## src/rtl/mem_port_arbiter.sv

```systemverilog
// mem_port_arbiter: shares one single-port unified instruction/data memory
// between the fetch stage (IF) and the load/store stage (DM).
// Each access runs for MEM_LAT memory cycles. The owner then gets a one-cycle
// ack, with read data registered. DM wins a tie because it is the older
// instruction.
// Optional build macro ARB_FAIR_EN: a tie is granted to the requester that
// did not win the last grant, so that back-to-back loads/stores cannot
// starve fetch.
//
// state  | meaning
// IDLE   | no access in flight; sample requests and grant one
// ACCESS | mem_en held; counter runs down to the capture cycle
// RESP   | owner's ack pulses; requests ignored
module mem_port_arbiter #(
  parameter int ADDR_W  = 32,
  parameter int DATA_W  = 32,
  parameter int MEM_LAT = 2
) (
  input  logic              clk_i,
  input  logic              rst_n_i,
  input  logic              if_req_i,
  input  logic [ADDR_W-1:0] if_addr_i,
  output logic [DATA_W-1:0] if_rdata_o,
  output logic              if_ack_o,
  input  logic              dm_req_i,
  input  logic              dm_we_i,
  input  logic [ADDR_W-1:0] dm_addr_i,
  input  logic [DATA_W-1:0] dm_wdata_i,
  output logic [DATA_W-1:0] dm_rdata_o,
  output logic              dm_ack_o,
  output logic              mem_en_o,
  output logic              mem_we_o,
  output logic [ADDR_W-1:0] mem_addr_o,
  output logic [DATA_W-1:0] mem_wdata_o,
  input  logic [DATA_W-1:0] mem_rdata_i,
  output logic              stall_o
);

  localparam logic [1:0] S_IDLE   = 2'd0;
  localparam logic [1:0] S_ACCESS = 2'd1;
  localparam logic [1:0] S_RESP   = 2'd2;
  localparam logic       OWN_IF   = 1'b0;
  localparam logic       OWN_DM   = 1'b1;
  // Counter loads LAT-1 so that ACCESS lasts exactly MEM_LAT cycles.
  localparam logic [3:0] CNT_INIT = 4'(MEM_LAT - 1);

  logic [1:0]        state_q, state_d;
  logic [3:0]        cnt_q, cnt_d;
  logic              owner_q, owner_d;
  logic              mem_en_q, mem_en_d;
  logic              mem_we_q, mem_we_d;
  logic [ADDR_W-1:0] mem_addr_q, mem_addr_d;
  logic [DATA_W-1:0] mem_wdata_q, mem_wdata_d;
  logic [DATA_W-1:0] if_rdata_q, if_rdata_d;
  logic [DATA_W-1:0] dm_rdata_q, dm_rdata_d;
  logic              if_ack_q, if_ack_d;
  logic              dm_ack_q, dm_ack_d;
  logic              grant_dm;

`ifdef ARB_FAIR_EN
  logic              last_owner_q, last_owner_d;

  // On a tie, alternate away from whoever was granted last.
  always_comb begin
    grant_dm = dm_req_i & ~(if_req_i & (last_owner_q == OWN_DM));
  end
`else
  // Fixed priority: DM holds the older instruction and wins every tie.
  always_comb begin
    grant_dm = dm_req_i;
  end
`endif

  // Next-state logic for the access sequencer and its datapath registers.
  always_comb begin
    state_d     = state_q;
    cnt_d       = cnt_q;
    owner_d     = owner_q;
    mem_en_d    = mem_en_q;
    mem_we_d    = mem_we_q;
    mem_addr_d  = mem_addr_q;
    mem_wdata_d = mem_wdata_q;
    if_rdata_d  = if_rdata_q;
    dm_rdata_d  = dm_rdata_q;
    if_ack_d    = 1'b0;
    dm_ack_d    = 1'b0;
`ifdef ARB_FAIR_EN
    last_owner_d = last_owner_q;
`endif
    case (state_q)
      S_IDLE: begin
        mem_en_d = 1'b0;
        if (dm_req_i || if_req_i) begin
          mem_en_d = 1'b1;
          cnt_d    = CNT_INIT;
          state_d  = S_ACCESS;
          if (grant_dm) begin
            owner_d     = OWN_DM;
            mem_we_d    = dm_we_i;
            mem_addr_d  = dm_addr_i;
            mem_wdata_d = dm_wdata_i;
          end else begin
            // Fetch is read-only; leave the write data register alone.
            owner_d    = OWN_IF;
            mem_we_d   = 1'b0;
            mem_addr_d = if_addr_i;
          end
`ifdef ARB_FAIR_EN
          last_owner_d = grant_dm ? OWN_DM : OWN_IF;
`endif
        end
      end
      S_ACCESS: begin
        if (cnt_q == 4'd0) begin
          mem_en_d = 1'b0;
          mem_we_d = 1'b0;
          state_d  = S_RESP;
          if (owner_q == OWN_IF) begin
            if_rdata_d = mem_rdata_i;
            if_ack_d   = 1'b1;
          end else begin
            if (!mem_we_q) dm_rdata_d = mem_rdata_i;
            dm_ack_d = 1'b1;
          end
        end else begin
          cnt_d = cnt_q - 4'd1;
        end
      end
      S_RESP: begin
        state_d = S_IDLE;
      end
      default: begin
        state_d  = S_IDLE;
        mem_en_d = 1'b0;
        mem_we_d = 1'b0;
      end
    endcase
  end

  // State and datapath registers with synchronous active-low reset.
  always_ff @(posedge clk_i) begin
    if (!rst_n_i) begin
      state_q     <= S_IDLE;
      cnt_q       <= 4'd0;
      owner_q     <= OWN_IF;
      mem_en_q    <= 1'b0;
      mem_we_q    <= 1'b0;
      mem_addr_q  <= '0;
      mem_wdata_q <= '0;
      if_rdata_q  <= '0;
      dm_rdata_q  <= '0;
      if_ack_q    <= 1'b0;
      dm_ack_q    <= 1'b0;
`ifdef ARB_FAIR_EN
      last_owner_q <= OWN_IF;
`endif
    end else begin
      state_q     <= state_d;
      cnt_q       <= cnt_d;
      owner_q     <= owner_d;
      mem_en_q    <= mem_en_d;
      mem_we_q    <= mem_we_d;
      mem_addr_q  <= mem_addr_d;
      mem_wdata_q <= mem_wdata_d;
      if_rdata_q  <= if_rdata_d;
      dm_rdata_q  <= dm_rdata_d;
      if_ack_q    <= if_ack_d;
      dm_ack_q    <= dm_ack_d;
`ifdef ARB_FAIR_EN
      last_owner_q <= last_owner_d;
`endif
    end
  end

  assign if_rdata_o  = if_rdata_q;
  assign dm_rdata_o  = dm_rdata_q;
  assign if_ack_o    = if_ack_q;
  assign dm_ack_o    = dm_ack_q;
  assign mem_en_o    = mem_en_q;
  assign mem_we_o    = mem_we_q;
  assign mem_addr_o  = mem_addr_q;
  assign mem_wdata_o = mem_wdata_q;
  // Stall covers the whole wait, including cycles spent queued behind the
  // other requester; it falls in the ack cycle itself.
  assign stall_o = (if_req_i & ~if_ack_q) | (dm_req_i & ~dm_ack_q);

endmodule

```

## config.mk

```make
export PLATFORM = sky130hd
export DESIGN_NAME = mem_port_arbiter
export DESIGN_NICKNAME = d
export VERILOG_FILES = /design/src/rtl/mem_port_arbiter.sv
export SDC_FILE = /design/constraint.sdc
export NUM_CORES = 1
export LEC_CHECK = 0
export CAP_MARGIN = 10
export CORE_ASPECT_RATIO = 1.5
export CORE_MARGIN = 1.5
export CORE_UTILIZATION = 44
export DETAILED_ROUTE_END_ITERATION = 8
export PLACE_DENSITY = 0.86
export SKIP_LAST_GASP = 1
export SLEW_MARGIN = 20
export SYNTH_ARGS = -nofsm -noshare
export SYNTH_HDL_FRONTEND = slang
export SYNTH_SLANG_ARGS = --single-unit
export TNS_END_PERCENT = 100
```

## constraint.sdc

```tcl
create_clock -name clk_i -period 4.72 [get_ports clk_i]
set_clock_uncertainty 0.2 [all_clocks]
set_input_delay 0.944 -clock clk_i [delete_from_list [all_inputs] [get_ports clk_i]]
set_output_delay 0.944 -clock clk_i [all_outputs]
set_load 0.03 [all_outputs]
```

==> summary.md, run 1 <==
| Metric | Value |
|---|---|
| Detailed-router iteration count before antenna repair | 4 |
| Drt wl/cell | between 15 and 20 um |
| Finished Cell Area | 8740 um^2 |
| Hold Violations, Final | 0 |
| Yosys warns | 0 |
| CTS Buffer Depth | 2 |
| TritonCTS Buffers | 17 |
| Layout cell share with drive strength beyond 1 | 0.0570 |
| Worst-path fanout max | 3 |
| Number of synthesized flops with an enable pin | 0 |
| Post-Syn Area | ~5400 um^2 |
| Synth top area cells | dfxtp_1 51%, mux2i_1 24%, nand2_1 6.6%, a211oi_1 4.5%, a21oi_1 3.2% |
| RR Startpoint | cnt_q[0] |
| Post_cts resized | 0 |
| WHS Path Cells | 2 |
| Peak supply drop | around 0.3 mV |
| R2r endpoint | dm_rdata_o[12] |
| Vias per inst | 5.11 |
| H-tree Lvls | 4 |
| Sequential share of the synthesized area | 0.511 |
| Max Slew Vio Count | 0 |
| Status | finished clean |
| Initial antenna violation count | 0 |
| Slowest CP cell | clkdlybuf4s50_1 |
| Flop and latch count out of synthesis | roughly 140 |
| Drt drc | 0 |
| Critical path type | primary input to output pin |
| Hold Buf Count CTS | 0 |
| CP dominant cell by count | clkdlybuf4s50_1 |
| Post-synth top area share | 0.511 |
| Achievable frequency | 0.288 GHz |
| Row Count | 49 |
| Setup bufs post-CTS | 0 |
| Placed inst area | 8150 um^2 |
| Multi-input gate area | 2460 um^2 |
| Crit. End Element | output pin |
| RSZ-0062 raised after global routing | false |
| Ys flop type | dfxtp_1 |
| Root Buffer | clkbuf_16 |
| R2r worst-path depth | 5 |
| Setup Viol. Count Final | 0 |
| WHS Endpoint | dm_rdata_o[27] |
| Total track usage | 0.240 |
| DR vias | between 4000 and 5000 |
| First-pass GRT wire length | 24.5 mm |
| Synth-to-Final Area Change | 60.5% |
| Final period demand of the worst path | ~3.5 ns |
| Gr ovfl total | 0 |
| TNS Setup | 0 ns |
| Tcrit/Tclk final | 0.736 |
| Fill count | 912 |
| Number of distinct library cells after synthesis | 34 |
| R2r setup slk | 1.95 ns |
| Cell taking the most area after synthesis | dfxtp_1 |
| Syn Inst Count | 550 |
| Port bufs | ~270 |
| WP data required | about 3.6 ns |
| Startpoint type of the worst setup path | primary input |
| Relative slew slack | 0.331 |
| Ant diodes | 0 |
| Worst-Margin Slew | 1.00 ns |
| Initial DRC count | approximately 220 |
| Post-synth top cells | 139 x dfxtp_1, 129 x mux2i_1, 96 x nand2_1 |
| Final wirelength | about 16 mm |
| Core Area | 12000 um^2 |
| CP arrival | 2.33 ns |
| Hpwl dp | 11.4 mm |
| DIE HEIGHT | 139 um |
| Async S/R FF share, synth | 0 |
| Cell area power density | 401 nW/um^2 |
| Max stage delay on crit path | 0.68 ns |
| Max-cap violations | 0 |
| Routability cong. | 0.820 |
| I/O pin count | 266 |
| Reg clk slew, reported paths | 0.06 ns |
| Count leader, synth | dfxtp_1 |
| Die area | 13100 um^2 |
| Storage element area | 2780 um^2 |
| Antenna Violating Nets Remaining | 0 |
| Hold/Removal Path Class | flop to flop |
| Nets@finish | roughly 930 |
| Clk_lat worst skew | 0.40 ns |
| Pleak | 3.73 nW |
| Mapped Avg Cell Area | 9.90 um^2 |
| Clk sink count | 139 |
| Largest net degree at the start of global routing | 101 |
| Starting Density | 0.453 |
| CTS tree | built |
| Number of global-route vias before repair | 5000 |
| CP Cell Sequence | clkdlybuf4s50_1 -> inv_1 -> o22ai_1 -> clkdlybuf4s50_1 |
| Chip Width | 93.8 um |
| Hold wc startpoint | dm_rdata_o[27] |
| Mapped Nets | 685 |
-- worst max-delay path, delay by kind of cell --
| kind | cells | cell delay [ns] |
|---|---|---|
| AOI/OAI and AO/OA | 1 | 0.15 |
| buffers and inverters | 3 | 1.23 |
-- placed cells by master, fill, tap and decap left out, types with 2 or more instances in the layout --
cell,n
buf_2,2
inv_1,8
bufinv_16,3
dfxtp_1,139
inv_6,3
nor2b_1,2
ha_1,2
a21oi_1,35
clkinv_2,2
o21a_1,2
nor4_1,2
nand2_1,96
mux2i_1,129
clkinvlp_4,4
nor2_1,35
buf_4,5
clkdlybuf4s50_1,263
a211oi_1,33
clkbuf_16,17
clkinv_4,2
-- flip-flops by register name, summed over array words and instances (netlist names) --
| signal | count |
|---|---|
| if_rdata_o | 32 |
| mem_we_o | 1 |
| dm_rdata_o | 32 |
| dm_ack_o | 1 |
| mem_wdata_o | 32 |
| if_ack_o | 1 |
| cnt_q | 4 |
| mem_addr_o | 32 |
| owner_q | 1 |
| state_q | 2 |
| mem_en_o | 1 |
-- power breakdown --
part           total [W]  switching, W  internal (W)
combinational   0.000834      0.000452      0.000382
sequential       0.00133     0.0000574       0.00128
clock            0.00134      0.000507      0.000830
-- stage by stage --
step,utilization,std cells,power [W],setup WS [ns],hold WS (ns)
floorplan,-,550,0.00182,1.45,0.256
global placement,0.677,930,0.00216,1.25,0.244
detailed placement,0.678,930,0.00219,1.25,0.254
CTS,0.727,960,0.00353,1.24,0.263
global route,0.727,960,0.00364,1.18,0.278
finish,0.727,960,0.00350,1.25,0.257
-- worst max path at each step --
stage	from	to	slack (ns)	cells past startpoint
after floorplan	dm_req_i	stall_o	1.45	4
after global placement	if_req_i	stall_o	1.25	4
after detailed placement	if_req_i	stall_o	1.25	4
after CTS	if_req_i	stall_o	1.24	4
after global routing	if_req_i	stall_o	1.18	4
final	if_req_i	stall_o	1.25	4
-- final cells by class --
type | instances | share of cell area
clock buffers | 17 | 0.0487
clock inverters | 13 | 0.0193
inverters | 9 | 0.00401
multi-input cells | 359 | 0.281
flip-flops and latches | 139 | 0.318
well taps | 153 | 0.0219
repair buffers | 270 | 0.307
-- cell families (layout without fill, tap and decap cells) --
family,count (synthesis),in the layout,synth area share
AND/OR/NAND/NOR,147,147,0.109
flip-flops,139,139,0.511
multiplexers,129,129,0.237
AO/OA/AOI/OAI,81,81,0.0965
buffers and inverters,52,309,0.0418
adder cells (fa/ha/maj),2,2,0.00459
-- per-layer routing --
layer	track usage	routed length, um	vias up
met5	0	0	-
met4	0.0896	434	0
met3	0.107	1640	27
met2	0.422	7980	226
met1	0.245	5860	2263
li1	-	-	2390
Power figures use the tool's default switching activity.
==> run 2: changes to the inputs <==
Settings changed: CORE_UTILIZATION 44 to 41, PLACE_DENSITY 0.86 to 0.81.
Clock period 4.72 ns to 3.6 ns, I/O delays scaled along.
==> run 2 against run 1 <==
Compared with the run above:
- via count decreased by 0.31%
- wire length decreased by 3.1%
- hold slack improved by 0.0016 ns
- non-clock buffer count increased by 2
- first-iteration DRC count decreased by 5.1%
- critical path type unchanged
- largest power group unchanged
==> summary.md, run 2 (same netlist as run 1, synthesis figures left out) <==
| Metric | Value |
|---|---|
| Antenna Violating Nets Remaining | 0 |
| Clk_lat worst skew | 0.40 ns |
| Startpoint type of the worst setup path | primary input |
| Reg clk slew, reported paths | 0.06 ns |
| Nets@finish | between 900 and 1000 |
| Post_cts resized | 0 |
| Critical path type | primary input to output pin |
| CP Cell Sequence | clkdlybuf4s50_1 -> inv_1 -> o22ai_1 -> clkdlybuf4s50_1 |
| Slowest CP cell | clkdlybuf4s50_1 |
| Cell area power density | 530 nW/um^2 |
| RSZ-0062 raised after global routing | false |
| Root Buffer | clkbuf_16 |
| Storage element area | 2780 um^2 |
| Setup bufs post-CTS | 0 |
| TritonCTS Buffers | 17 |
| Number of global-route vias before repair | 5119 |
| Fin cells | 968 |
| CTS tree | built |
| Most common cell after layout, fill and taps aside | clkdlybuf4s50_1 |
| Status | finished clean |
| Final period demand of the worst path | 3.02 ns |
| Port bufs | 265 |
| CP dominant cell by count | clkdlybuf4s50_1 |
| Pleak | 3.76 nW |
| R2r endpoint | dm_rdata_o[4] |
| Final wirelength | 15.4 mm |
| Core Area | approximately 13000 um^2 |
| DIE HEIGHT | 144 um |
| R2r setup slk | 0.86 ns |
| Layout cell share with drive strength beyond 1 | 0.0581 |
| TNS Setup | 0 ns |
| Multi-input gate area | 2460 um^2 |
| Drt wl/cell | 15.9 um |
| Tcrit/Tclk final | 0.840 |
| Relative slew slack | 0.321 |
| First-pass GRT wire length | 24.6 mm |
| WHS Endpoint | if_rdata_o[19] |
| WP data required | roughly 2.7 ns |
| RR Startpoint | cnt_q[0] |
| Peak supply drop | 0.355 mV |
| CTS Buffer Depth | 2 |
| Drt drc | 0 |
| Detailed-router iteration count before antenna repair | 4 |
| Gr ovfl total | 0 |
| Worst-Margin Slew | 1.02 ns |
| Starting Density | 0.420 |
| Hpwl dp | between 10 and 15 mm |
| Die area | around 14000 um^2 |
| Initial DRC count | 204 |
| Max-cap violations | 0 |
| Setup Viol. Count Final | 0 |
| Hold wc startpoint | if_rdata_o[19] |
| Initial antenna violation count | 0 |
| Max Slew Vio Count | 0 |
| Delay-heaviest family, CP | buffers and inverters |
| CP arrival | roughly 2.1 ns |
| Clk sink count | between 100 and 150 |
| R2r worst-path depth | 5 |
| Hold/Removal Path Class | flop to flop |
| Hold Buf Count CTS | 0 |
| Chip Width | 97.1 um |
| Worst-path fanout max | 3 |
| Achievable frequency | around 0.33 GHz |
| Row Count | 51 |
| I/O pin count | 266 |
| Placed Cells | about 940 |
| WHS Path Cells | 2 |
| Crit. End Element | output pin |
| DR vias | 4891 |
| Ant diodes | 0 |
| Fill count | approximately 1000 |
| Worst Path Buf+Inv | 3 |
| Hold Violations, Final | 0 |
| Routability cong. | slightly below 0.8 |
| Most frequent cells in the layout | 263 x clkdlybuf4s50_1, 139 x dfxtp_1, 129 x mux2i_1 |
| H-tree Lvls | 4 |
| Total track usage | 0.216 |
| Largest net degree at the start of global routing | 101 |
| Vias per inst | 5.05 |
| Synth-to-Final Area Change | 61.3% |
| Max stage delay on crit path | 0.69 ns |
==> run 2: metrics by stage <==
| stage | setup WS, ns | instance area, um^2 | hold slack (ns) | util | total power, W |
|---|---|---|---|---|---|
| floorplan | 0.774 | 5450 | 0.256 | - | 0.00238 |
| CTS | 0.572 | 8790 | 0.260 | 0.678 | 0.00470 |
| global route | 0.478 | 8790 | 0.277 | 0.678 | 0.00484 |
| detailed placement | 0.579 | 8170 | 0.253 | 0.631 | 0.00287 |
| global placement | 0.584 | 8160 | 0.245 | 0.630 | 0.00284 |
| finish | 0.577 | 8790 | 0.259 | 0.678 | 0.00465 |
==> run 2: how the worst max path moves through the flow <==
stage | start | end | slack, ns | depth (start not counted)
2_1_floorplan | dm_req_i | stall_o | 0.77 | 4
5_1_grt | if_req_i | stall_o | 0.48 | 4
3_5_place_dp | if_req_i | stall_o | 0.58 | 4
4_1_cts | if_req_i | stall_o | 0.57 | 4
3_3_place_gp | if_req_i | stall_o | 0.58 | 4
6_report | if_req_i | stall_o | 0.58 | 4
==> run 2: power breakdown <==
group / total [W] / internal (W) / switching, W
logic: 0.00109 / 0.000501 / 0.000584
registers: 0.00175 / 0.00167 / 0.0000755
clock network: 0.00182 / 0.00116 / 0.000660
total: 0.00465 / 0.00333 / 0.00132
==> run 2: layout make-up <==
cell class                      count  area share
Sequential cell                   139       0.317
Timing Repair Buffer              272       0.307
Multi-Input combinational cell    359       0.280
Clock buffer                       17      0.0484
Tap cell                          159      0.0226
Clock inverter                     13      0.0219
Inverter                            9     0.00385
==> run 2: metal layers <==
metal | GRT usage | wire length (um) | vias to the layer above
met5 | 0 | 0 | -
met4 | 0.0900 | 340 | 0
met3 | 0.0831 | 1320 | 25
met2 | 0.385 | 7930 | 188
met1 | 0.229 | 5840 | 2285
li1 | - | - | 2393
==> run 2: worst reg2reg max path: cells and delay by family, from the launching register on <==
| family | cells | cell delay (ns) |
|---|---|---|
| DFF | 1 | 0.34 |
| adders and majority gates | 1 | 0.21 |
| and+or+nand+nor | 2 | 1.49 |
| muxes | 1 | 0.27 |
| buffers and inverters | 1 | 0.09 |
